==> src/rtl/gate_lane_arbiter.sv <==
// Round-robin arbiter sharing one gate controller between N_LANES entry lanes.
// Optional macro GATE_ARB_PRIO0_EN makes lane 0 a fixed-priority emergency lane.
module gate_lane_arbiter #(
  parameter int unsigned N_LANES = 2,
  parameter int unsigned TIMEOUT = 32
) (
  input  logic               clk_i,
  input  logic               reset_ni,
  input  logic [N_LANES-1:0] lane_car_i,
  input  logic [N_LANES-1:0] lane_pay_ok_i,
  input  logic               clear_i,
  input  logic               gate_open_i,
  input  logic               gate_close_i,
  output logic               gate_car_o,
  output logic               gate_pay_ok_o,
  output logic [N_LANES-1:0] grant_o,
  output logic [N_LANES-1:0] pending_o,
  output logic [N_LANES-1:0] done_o,
  output logic               abort_o,
  output logic               busy_o,
  output logic [7:0]         abort_cnt_o
);

  localparam int unsigned TW = $clog2(TIMEOUT + 1);
  localparam int unsigned LW = $clog2(N_LANES);
`ifdef GATE_ARB_PRIO0_EN
  localparam bit PRIO0 = 1'b1;
`else
  localparam bit PRIO0 = 1'b0;
`endif

  typedef enum logic [2:0] {
    S_IDLE,
    S_ISSUE,
    S_WAIT_OPEN,
    S_WAIT_CLOSE,
    S_DONE,
    S_ABORT
  } state_t;

  state_t            state;
  state_t            state_n;
  logic [LW-1:0]     last;
  logic [TW-1:0]     cnt;
  logic [LW-1:0]     win_c;
  logic              found_c;
  logic              prio_hit_c;
  logic              issue_c;
  logic [N_LANES-1:0] win_oh_c;
  logic [N_LANES-1:0] req_c;
  int unsigned       idx;

  assign req_c = lane_car_i & lane_pay_ok_i;

  // Winner: first pending lane after the last grant, wrapping; lane 0 may pre-empt.
  always_comb begin
    win_c      = '0;
    found_c    = 1'b0;
    prio_hit_c = 1'b0;
    idx        = 0;
    for (int unsigned k = 1; k <= N_LANES; k++) begin
      idx = 32'(last) + k;
      if (idx >= N_LANES) idx = idx - N_LANES;
      if (!found_c && pending_o[LW'(idx)] && !(PRIO0 && idx == 0)) begin
        win_c   = LW'(idx);
        found_c = 1'b1;
      end
    end
    if (PRIO0 && pending_o[0]) begin
      win_c      = '0;
      found_c    = 1'b1;
      prio_hit_c = 1'b1;
    end
  end

  assign issue_c  = (state == S_IDLE) && found_c;
  assign win_oh_c = N_LANES'(1) << win_c;

  always_comb begin
    state_n = state;
    case (state)
      S_IDLE:       if (found_c) state_n = S_ISSUE;
      S_ISSUE:      state_n = S_WAIT_OPEN;
      S_WAIT_OPEN: begin
        if (gate_open_i) state_n = S_WAIT_CLOSE;
        else if (clear_i && cnt == TW'(TIMEOUT - 1)) state_n = S_ABORT;
      end
      S_WAIT_CLOSE: if (gate_close_i) state_n = S_DONE;
      S_DONE:       state_n = S_IDLE;
      S_ABORT:      state_n = S_IDLE;
      default:      state_n = S_IDLE;
    endcase
  end

  always_ff @(posedge clk_i) begin
    if (!reset_ni) state <= S_IDLE;
    else           state <= state_n;
  end

  // Registered outputs, pending latch, rr pointer and timeout counter.
  always_ff @(posedge clk_i) begin
    if (!reset_ni) begin
      last          <= LW'(N_LANES - 1);
      cnt           <= '0;
      pending_o     <= '0;
      grant_o       <= '0;
      done_o        <= '0;
      gate_car_o    <= 1'b0;
      gate_pay_ok_o <= 1'b0;
      abort_o       <= 1'b0;
      busy_o        <= 1'b0;
      abort_cnt_o   <= '0;
    end else begin
      // A fresh request on the lane being issued survives the clear.
      pending_o <= (pending_o & ~(issue_c ? win_oh_c : '0)) | req_c;

      if (issue_c) begin
        grant_o <= win_oh_c;
        if (!prio_hit_c) last <= win_c;
      end else if (state_n == S_IDLE) begin
        grant_o <= '0;
      end

      if (state == S_WAIT_OPEN && state_n == S_WAIT_OPEN) begin
        if (clear_i) cnt <= cnt + TW'(1);
      end else begin
        cnt <= '0;
      end

      gate_car_o    <= issue_c;
      gate_pay_ok_o <= issue_c;
      done_o        <= (state_n == S_DONE) ? grant_o : '0;
      abort_o       <= (state_n == S_ABORT);
      busy_o        <= (state_n != S_IDLE);
      if (state_n == S_ABORT && abort_cnt_o != 8'hFF) abort_cnt_o <= abort_cnt_o + 8'd1;
    end
  end

endmodule

==> config.mk <==
export PLATFORM = sky130hd
export DESIGN_NAME = gate_lane_arbiter
export DESIGN_NICKNAME = d
export VERILOG_FILES = /design/src/rtl/gate_lane_arbiter.sv
export SDC_FILE = /design/constraint.sdc
export NUM_CORES = 1
export LEC_CHECK = 0
export ABC_CLOCK_PERIOD_IN_PS = 1500
export CORE_UTILIZATION = 26
export CTS_CLUSTER_SIZE = 24
export DETAILED_ROUTE_END_ITERATION = 12
export GPL_ROUTABILITY_DRIVEN = 0
export HOLD_SLACK_MARGIN = 0.05
export SETUP_SLACK_MARGIN = 0.1
export SLEW_MARGIN = 20
export SYNTH_ARGS = -nofsm -noshare
export SYNTH_HDL_FRONTEND = slang
export SYNTH_SLANG_ARGS = --single-unit
==> constraint.sdc <==
create_clock -name clk_i -period 1.5 [get_ports clk_i]
set_input_delay 0.15 -clock clk_i [delete_from_list [all_inputs] [get_ports clk_i]]
set_output_delay 0.15 -clock clk_i [all_outputs]
set_load 0.005 [all_outputs]
# [After elaboration in Yosys (flattened, before gate mapping)]
# Index checks and enable logic that the tools add are counted.
[classes] n_addsub=6 n_lt_le_gt_ge=4 eq_ne=8 shift=1 muxes=18 bitwise=4 n_reduce_logical=12
[op_table] cell="two-way mux 3 bit" count=4
[op_table] cell="one-hot mux 3 bit (4 select lines)" count=1
[op_table] cell="two-way mux 1 bit" count=10
[op_table] cell="== test 3 x 2 -> 1 bit, second input constant" count=3
[op_table] cell="adder 8 x 1 -> 8 bit, second input constant" count=1
[op_table] cell="!= test 8 bit, second input constant" count=1
[op_table] cell="adder 6 x 1 -> 6 bit, second input constant" count=1
[op_table] cell="== test 3 bit, second input constant" count=2
[op_table] cell="== test 6 x 5 -> 1 bit, second input constant" count=1
[op_table] cell="zero test 3 bit" count=2
[op_table] cell="two-way mux 2 bit" count=3
[op_table] cell="logical AND 1 bit" count=5
[op_table] cell="AND 2 bit" count=2
[op_table] cell="< comparator 1 x 2 -> 1 bit, second input constant" count=2
[op_table] cell="AND reduction 2 bit" count=2
[op_table] cell="adder 1 x 2 -> 3 bit, second input constant" count=1
[op_table] cell="== test 3 x 1 -> 1 bit, second input constant" count=1
[op_table] cell="greater-or-equal comparator 3 x 2 -> 1 bit, second input constant" count=1
[op_table] cell="nonzero test 3 bit" count=1
[op_table] cell="adder 1 x 1 -> 2 bit, second input constant" count=1
[op_table] cell="greater-or-equal comparator 2 bit, second input constant" count=1
[op_table] cell="inverter 2 bit" count=1
[op_table] cell="bitwise OR 2 bit" count=1
[op_table] cell="nonzero test 2 bit" count=1
[op_table] cell="3 further kinds" count=4
[totals] regBits=27 output_inout_bits=18

# [Depth between registers and ports, before layout]
# Gate-level depths: netlist (run 1).
[logic_depth] ltp_word=14 mapped_depth=6

# [Worst setup path before layout (run 1)]
# Ideal clock, no wire load.
[synth_timing] kind="reg-to-reg" start="register cnt[0]" end="register abort_cnt_o[4]" setup_ns=0.070 arrival_ns=1.495 t_required_ns=1.430 path_slack_ns=-0.066 path_stages_with_launch=7 period_less_slack_ns=1.566 cell_sequence="dfxtp_1 -> ha_1 -> and3_1 -> buf_2 -> nand3_2 -> or4_1 -> a21oi_1"
[synth_between] elab_chain_len=7
[synth_rtl] element="start, declared" line_no="44" rtl="logic [TW-1:0] cnt;"
[synth_rtl] element="start signal, assigned" line_no="125" rtl="if (clear_i) cnt <= cnt + TW'(1);"
[synth_rtl] element="== test 6 x 5 -> 1 bit" line_no="86" rtl="else if (clear_i && cnt == TW'(TIMEOUT - 1)) state_n = S_ABORT;"
[synth_rtl] element="logical AND 1 bit" line_no="86"
[synth_rtl] element="two-way mux 3 bit" line_no="86"
[synth_rtl] element="two-way mux 3 bit" line_no="85" rtl="if (gate_open_i) state_n = S_WAIT_CLOSE;"
[synth_rtl] element="one-hot mux 3 bit (4 select lines)" line_no="81" rtl="case (state)"
[synth_rtl] element="== test 3 bit" line_no="135" rtl="if (state_n == S_ABORT && abort_cnt_o != 8'hFF) abort_cnt_o <= abort_cnt_o + 8'd1;"
[synth_rtl] element="logical AND 1 bit" line_no="135"
[synth_rtl] element="end signal, assigned" line_no="135"
[synth_rtl] element="end, declared" line_no="21" rtl="output logic [7:0] abort_cnt_o"
# Every way passes these cells.
# A chain may end at the register's enable or synchronous reset.

# [Final worst setup path (run 1)]
[layout_timing] start="register abort_cnt_o[0]" end="register abort_cnt_o[2]"
[layout_between] elab_chain_len=2 elab_cells_between_ends=3
[layout_rtl] element="branches (longest 2 deep; another with adder 8 x 1 -> 8 bit)"
# Several ways; the timed one is not identified.

==> results.ini, run 1 <==
[run_status]
outcome=finished, final reports clean

[yosys]
synthAdderAreaFrac=0.02112
muxShareOfSynthArea=0.02534
synthFlopType=dfxtp_1
synth-simple-area-share=0.2809
yosys_warnings=0
async_flop_share=0
synth_area_um2=1185
synth_top_family_by_area=simple AND/OR/NAND/NOR gates
avgSynthCellArea_um2=8.842
synth_edf_count=0
ys_seq_area_frac=0.4562
ys_types=39
synth-compound-area-share=0.1457
synth_seq_cells=27
syn_nets=145
synth_xor_xnor_area_share=0.03696
netlist_instances=134

[timing]
max_freq_mhz=669.6
rsz0062_at_grt=yes
worst_pin_slew_ns=0.2727
min_period_ns=1.494
hold_viol_final=0
fin_crit_sh=0.9957
skew_ns=0.002422
slew_headroom=0.8180
setup_ws_ns=0.006460
holdWs_ns=0.4236
setup_viol=0
slew_viol_final=0

[clock_network]
cts_hold_buf=0
clk_pin_slew_ns=0.09
cts_root_buffer=clkbuf_8
numClockSinks=27
cts_buffers=3
worstSkewPairLatency_ns=0.27
cts_tree=yes
clockBufferDepth=2
htreeDepth=1

[drt]
first_iter_violations=52
remaining_drc_errors=0
wl_per_cell_um=11.20
dr.pass1.iters=4
postRouteAntennaNets=0
routed_wl_mm=2.655
vias_per_cell=4.650
vias=1102

[floorplan]
core_um2=4354
die-area_um2=4831
io_pins=27
fp-row-count=24
start_util=0.2721
die_h_um=69.51
fp.dieW_um=69.51

[layout]
fin_cells=237
final_common_cell=buf_4
area_delta_synth_final_pct=53.75
final_cell_mix=27 x buf_4, 22 x clkdlybuf4s50_1, 17 x nand2_1
n_antenna_cell=0
drive_above_1_share=0.3189
nNetsFinal=197
design_area_um2=1822

[power]
pwr-share-comb=0.126
cellInternalPower_mw=1.023
power_frac_seq=0.562
clockPowerShare=0.312
swShare=0.2406
switchingPower_mw=0.3240
pwr_density_cell_nw_per_um2=739.3
finalPower_mw=1.347
p_leak_nw=0.7158
vdd_ir_drop_max_mv=0.6810

[worst_setup_path]
r2r_cells=6
r2r-start=abort_cnt_o[0]
crit_path_start_kind=flop
crit_start=abort_cnt_o[0]
cp_slowest_cell=dfxtp_2
ff2ff_setup_slack_ns=0.006
cp_top_family=simple AND/OR/NAND/NOR gates
crit_arrival_ns=1.67
cpPeakStageDelay_ns=0.34
worstPathCellList=ha_2 > nand3_1 > nor2_2 > nor2_1 > buf_4 > a311oi_1
end_kind=flop
crit_fanout=5
required_ns=1.67
r2r-end=abort_cnt_o[2]
crit_type=flop to flop
crit_buf_inv=1

[global_route]
grt_start_max_net_pins=16
grt_pass1_wl_mm=4.554
grt_pass1_vias=1031
track_usage=0.1176
overflow=0
antenna_found_initial=0

[placement]
port_buffers=26
placed_cells=227
dpl_cell_area_um2=1647
place_hpwl_mm=1.929
place_ws_ns=-0.3406

[run]
drv_cap=0

[hold_path]
whs_path_depth=3
worstHoldStart=lane_pay_ok_i[1]
hold_class=input pin to flop
hold_path_end=pending_o[1]

power groups by stage:
stage	Clock (mW)	Sequential (mW)	Combinational [mW]
2_1_floorplan	0	0.768	0.0860
3_3_place_gp	0	0.771	0.159
3_5_place_dp	0	0.772	0.161
4_1_cts	0.439	0.756	0.164
5_1_grt	0.465	0.760	0.187
6_report	0.420	0.757	0.170
timing repair:
item,CTS,global route
gates cloned,0,0
endpoints found under the setup margin,16,23
buffers inserted,5,1
resized for setup,9,19
pin swaps,14,8
state kept, by name, indices dropped and copies added (netlist names):
signal	flops
busy_o	1
gate_pay_ok_o	1
state	3
last	1
pending_o	2
done_o	2
cnt	6
grant_o	2
abort_cnt_o	8
abort_o	1
cells in the mapped netlist (2+ instances only):
cell | number | area share
dfxtp_1 | 27 | 0.46
nand2_1 | 17 | 0.054
nor2_1 | 15 | 0.048
a21oi_1 | 12 | 0.051
o21ai_0 | 6 | 0.025
nand3_1 | 5 | 0.021
mux2i_1 | 3 | 0.025
nand4_1 | 3 | 0.016
xor2_1 | 3 | 0.022
a311oi_1 | 2 | 0.015
and2_1 | 2 | 0.011
and3_1 | 2 | 0.011
buf_2 | 2 | 0.0084
clkbuf_1 | 2 | 0.0063
ha_1 | 2 | 0.021
nand2b_1 | 2 | 0.011
nand3b_1 | 2 | 0.013
nor2b_1 | 2 | 0.011
nor3_1 | 2 | 0.0084
o31ai_1 | 2 | 0.013
or3_1 | 2 | 0.011
xnor2_1 | 2 | 0.015
per-layer routing:
| metal | GRT usage | vias up | share of wire |
|---|---|---|---|
| li1 | - | 577 | - |
| met1 | 0.1432 | 503 | 0.47 |
| met2 | 0.2028 | 20 | 0.49 |
| met3 | 0.03198 | 2 | 0.040 |
| met4 | 0.03175 | 0 | 0.0072 |
| met5 | 0 | - | 0 |
how the worst max path moves through the flow:
stage                           endpoint  slack [ns]  depth (start not counted)
after floorplan           abort_cnt_o[3]        0.04                          6
after global placement    abort_cnt_o[3]       -0.31                          5
after detailed placement  abort_cnt_o[3]       -0.34                          5
after CTS                 abort_cnt_o[5]      -0.004                          4
after global routing      abort_cnt_o[7]       -0.11                          5
final                     abort_cnt_o[2]       0.006                          6
metrics by stage:
stage                       util   TNS [ns]
after floorplan                -          0
after global placement    0.3782     -1.874
after detailed placement  0.3782     -2.252
after CTS                 0.4026  -0.003548
after global routing      0.4184    -0.6868
final                     0.4184          0
cell families after synthesis:
logic type,count (synthesis)
fa+ha+maj,2
flops,27
mux,3
xor+xnor,5
compound gates,28
buf+inv,7
simple gates,62
worst min-delay path: stages:
cell and delay (ns):
clkdlybuf4s50_1 0.40, nand2_1 0.06, a21oi_1 0.05
area by class of cell:
type	count	area (µm²)
inverters	1	3.754
clock inverters	1	5.005
multi-input cells	100	683.2
clock buffers	3	41.29
repair buffers	53	469.2
well taps	52	65.06
flip-flops and latches	27	554.3
fillers	434	2532
(Power assumes the default switching activity.)
==> inputs of run 2 (changes only) <==
--- a/config.mk
+++ b/config.mk
@@ -10,7 +10,6 @@
 export CTS_CLUSTER_SIZE = 24
 export DETAILED_ROUTE_END_ITERATION = 12
 export GPL_ROUTABILITY_DRIVEN = 0
-export HOLD_SLACK_MARGIN = 0.05
 export SETUP_SLACK_MARGIN = 0.1
 export SLEW_MARGIN = 20
 export SYNTH_ARGS = -nofsm -noshare
==> results of run 2 <==
Same layout as run 1: the final DEF is identical, and so are final timing and power.
==> inputs of run 3 (changes only) <==
--- a/config.mk
+++ b/config.mk
@@ -11,6 +11,7 @@
 export DETAILED_ROUTE_END_ITERATION = 12
 export GPL_ROUTABILITY_DRIVEN = 0
 export SETUP_SLACK_MARGIN = 0.1
+export SKIP_LAST_GASP = 1
 export SLEW_MARGIN = 20
 export SYNTH_ARGS = -nofsm -noshare
 export SYNTH_HDL_FRONTEND = slang
==> results.ini, run 3 (synthesis gave the netlist of run 1 again) <==
[global_route]
grt_start_max_net_pins=16  ; unchanged
grt_pass1_vias=1031  ; unchanged
grt_pass1_wl_mm=4.554  ; unchanged
antenna_found_initial=0  ; unchanged
track_usage=0.1176  ; unchanged
overflow=0  ; unchanged

[clock_network]
worstSkewPairLatency_ns=0.27  ; about the same
cts_root_buffer=clkbuf_8
cts_buffers=3  ; unchanged
cts_hold_buf=0  ; unchanged
numClockSinks=27  ; unchanged
cts_tree=yes
htreeDepth=1  ; unchanged
clk_pin_slew_ns=0.09  ; about the same
clockBufferDepth=2  ; unchanged

[drt]
wl_per_cell_um=11.24  ; +0.30%
postRouteAntennaNets=0  ; unchanged
vias=1115  ; +1.2%
remaining_drc_errors=0  ; unchanged
first_iter_violations=57  ; +9.6%
routed_wl_mm=2.663  ; +0.30%
dr.pass1.iters=4  ; unchanged
vias_per_cell=4.705  ; +1.2%

[power]
power_frac_seq=0.562  ; about the same
p_leak_nw=0.7146  ; -0.17%
clockPowerShare=0.312  ; about the same
cellInternalPower_mw=1.023  ; about the same
swShare=0.2401  ; -0.0004760
pwr_density_cell_nw_per_um2=742.3  ; +0.41%
vdd_ir_drop_max_mv=0.6780  ; -0.44%
switchingPower_mw=0.3231  ; -0.27%
pwr-share-comb=0.126  ; about the same

[worst_setup_path]
r2r-start=state[0]
cp_top_family=simple AND/OR/NAND/NOR gates
required_ns=1.71  ; +0.04 ns
crit_type=flop to flop
end_kind=flop
crit_buf_inv=1  ; unchanged
crit_fanout=3  ; -2
crit_arrival_ns=1.72  ; +0.05 ns
crit_path_start_kind=flop
crit_start=state[0]
cpPeakStageDelay_ns=0.43  ; +0.09 ns
cp_slowest_cell=or4_4
worstPathCellList=nor4b_4 > buf_4 > nand3_2 > or4_4 > a21oi_2

[layout]
final_cell_mix=27 x buf_4, 22 x clkdlybuf4s50_1, 17 x nand2_1
fillCellCount=432  ; -0.46%
drive_above_1_share=0.3081  ; -0.01081
multi_input_area_um2=674.4  ; -1.3%
top_register=abort_cnt_o
nNetsFinal=197  ; unchanged
n_antenna_cell=0  ; unchanged
largest_reg_flops=8  ; unchanged
area_delta_synth_final_pct=53.01
seqCellArea_um2=554.3  ; unchanged
final_common_cell=buf_4
reg.largest.list=abort_cnt_o (8), cnt (6), state (3)

[hold_path]
worstHoldStart=lane_pay_ok_i[1]
hold_class=input pin to flop

[floorplan]
io_pins=27  ; unchanged
start_util=0.2721  ; unchanged
die-area_um2=4831  ; unchanged
fp-row-count=24  ; unchanged
fp.dieW_um=69.51  ; unchanged
die_h_um=69.51  ; unchanged
core_um2=4354  ; unchanged

[timing]
fin_crit_sh=1.007  ; +0.01093
hold_viol_final=0  ; unchanged
slew_viol_final=0  ; unchanged
min_period_ns=1.510  ; +0.01640 ns
slew_headroom=0.8224  ; +0.004368
max_freq_mhz=662.3  ; -1.1%
rsz0062_at_grt=yes
finalSetupTns_ns=-0.009936  ; -0.009936 ns
setup_viol=1  ; +1
setup_ws_ns=-0.009936  ; -0.01640 ns
worst_pin_slew_ns=0.2662  ; -0.006545 ns
skew_ns=0.002398  ; -0.00002387 ns
holdWs_ns=0.4227  ; -0.0008400 ns

[placement]
port_buffers=26  ; unchanged
place_ws_ns=-0.3406  ; unchanged
place_hpwl_mm=1.929  ; unchanged

[run]
drv_cap=0  ; unchanged

[run_status]
violations=setup timing
outcome=finished with violations

==> run 3: cell counts in the layout (fill, tap and decap cells not counted) <==
No cell type changed its count.
==> run 3: per-stage QoR <==
stage	cell area (µm²)	cells	util	power (mW)
detailed placement	1647	227	0.3782	0.9335
CTS	1753	236	0.4026	1.359
global route	1813	237	0.4164	1.411
floorplan	1200	134	-	0.8536
global placement	1647	227	0.3782	0.9303
finish	1813	237	0.4164	1.346
==> run 3: area by class of cell <==
| cell class | count | area share |
|---|---|---|
| Timing Repair Buffer | 53 | 0.2588 |
| Inverter | 1 | 0.002070 |
| Clock buffer | 3 | 0.02277 |
| Clock inverter | 1 | 0.002761 |
| Multi-Input combinational cell | 100 | 0.3720 |
| Tap cell | 52 | 0.03589 |
| Sequential cell | 27 | 0.3057 |
==> run 3: worst paths after layout <==
path	end	slack [ns]	cells after the start
max	abort_cnt_o[4]	-0.01	5
min	pending_o[1]	0.42	3
max reg2reg	abort_cnt_o[4]	-0.01	5
min reg2reg	done_o[1]	0.50	1
==> run 3: power groups by stage <==
stage	Sequential, mW	Combinational, mW	Clock, mW
3_3_place_gp	0.771	0.159	0
2_1_floorplan	0.768	0.0860	0
6_report	0.756	0.170	0.420
5_1_grt	0.760	0.187	0.465
4_1_cts	0.756	0.164	0.439
3_5_place_dp	0.772	0.161	0
==> run 3: routing by layer <==
metal  global-route usage  share of wire  vias to the layer above
met1               0.1432           0.47                      515
li1                     -              -                      576
met5                    0              0                        -
met4              0.03175          0.010                        0
met2               0.2028           0.48                       20
met3              0.03198          0.038                        4
==> run 3: what timing repair did <==
item	in CTS	in global routing
buffers inserted	5	1
setup endpoints to repair	16	23
resized for setup	9	17
pin swaps	13	8
==> run 3: tightest hold or removal path: cells and delay by family <==
kind	cells	cell delay, ns
AO/OA/AOI/OAI	1	0.05
AND/OR/NAND/NOR	1	0.06
buffers and inverters	1	0.40
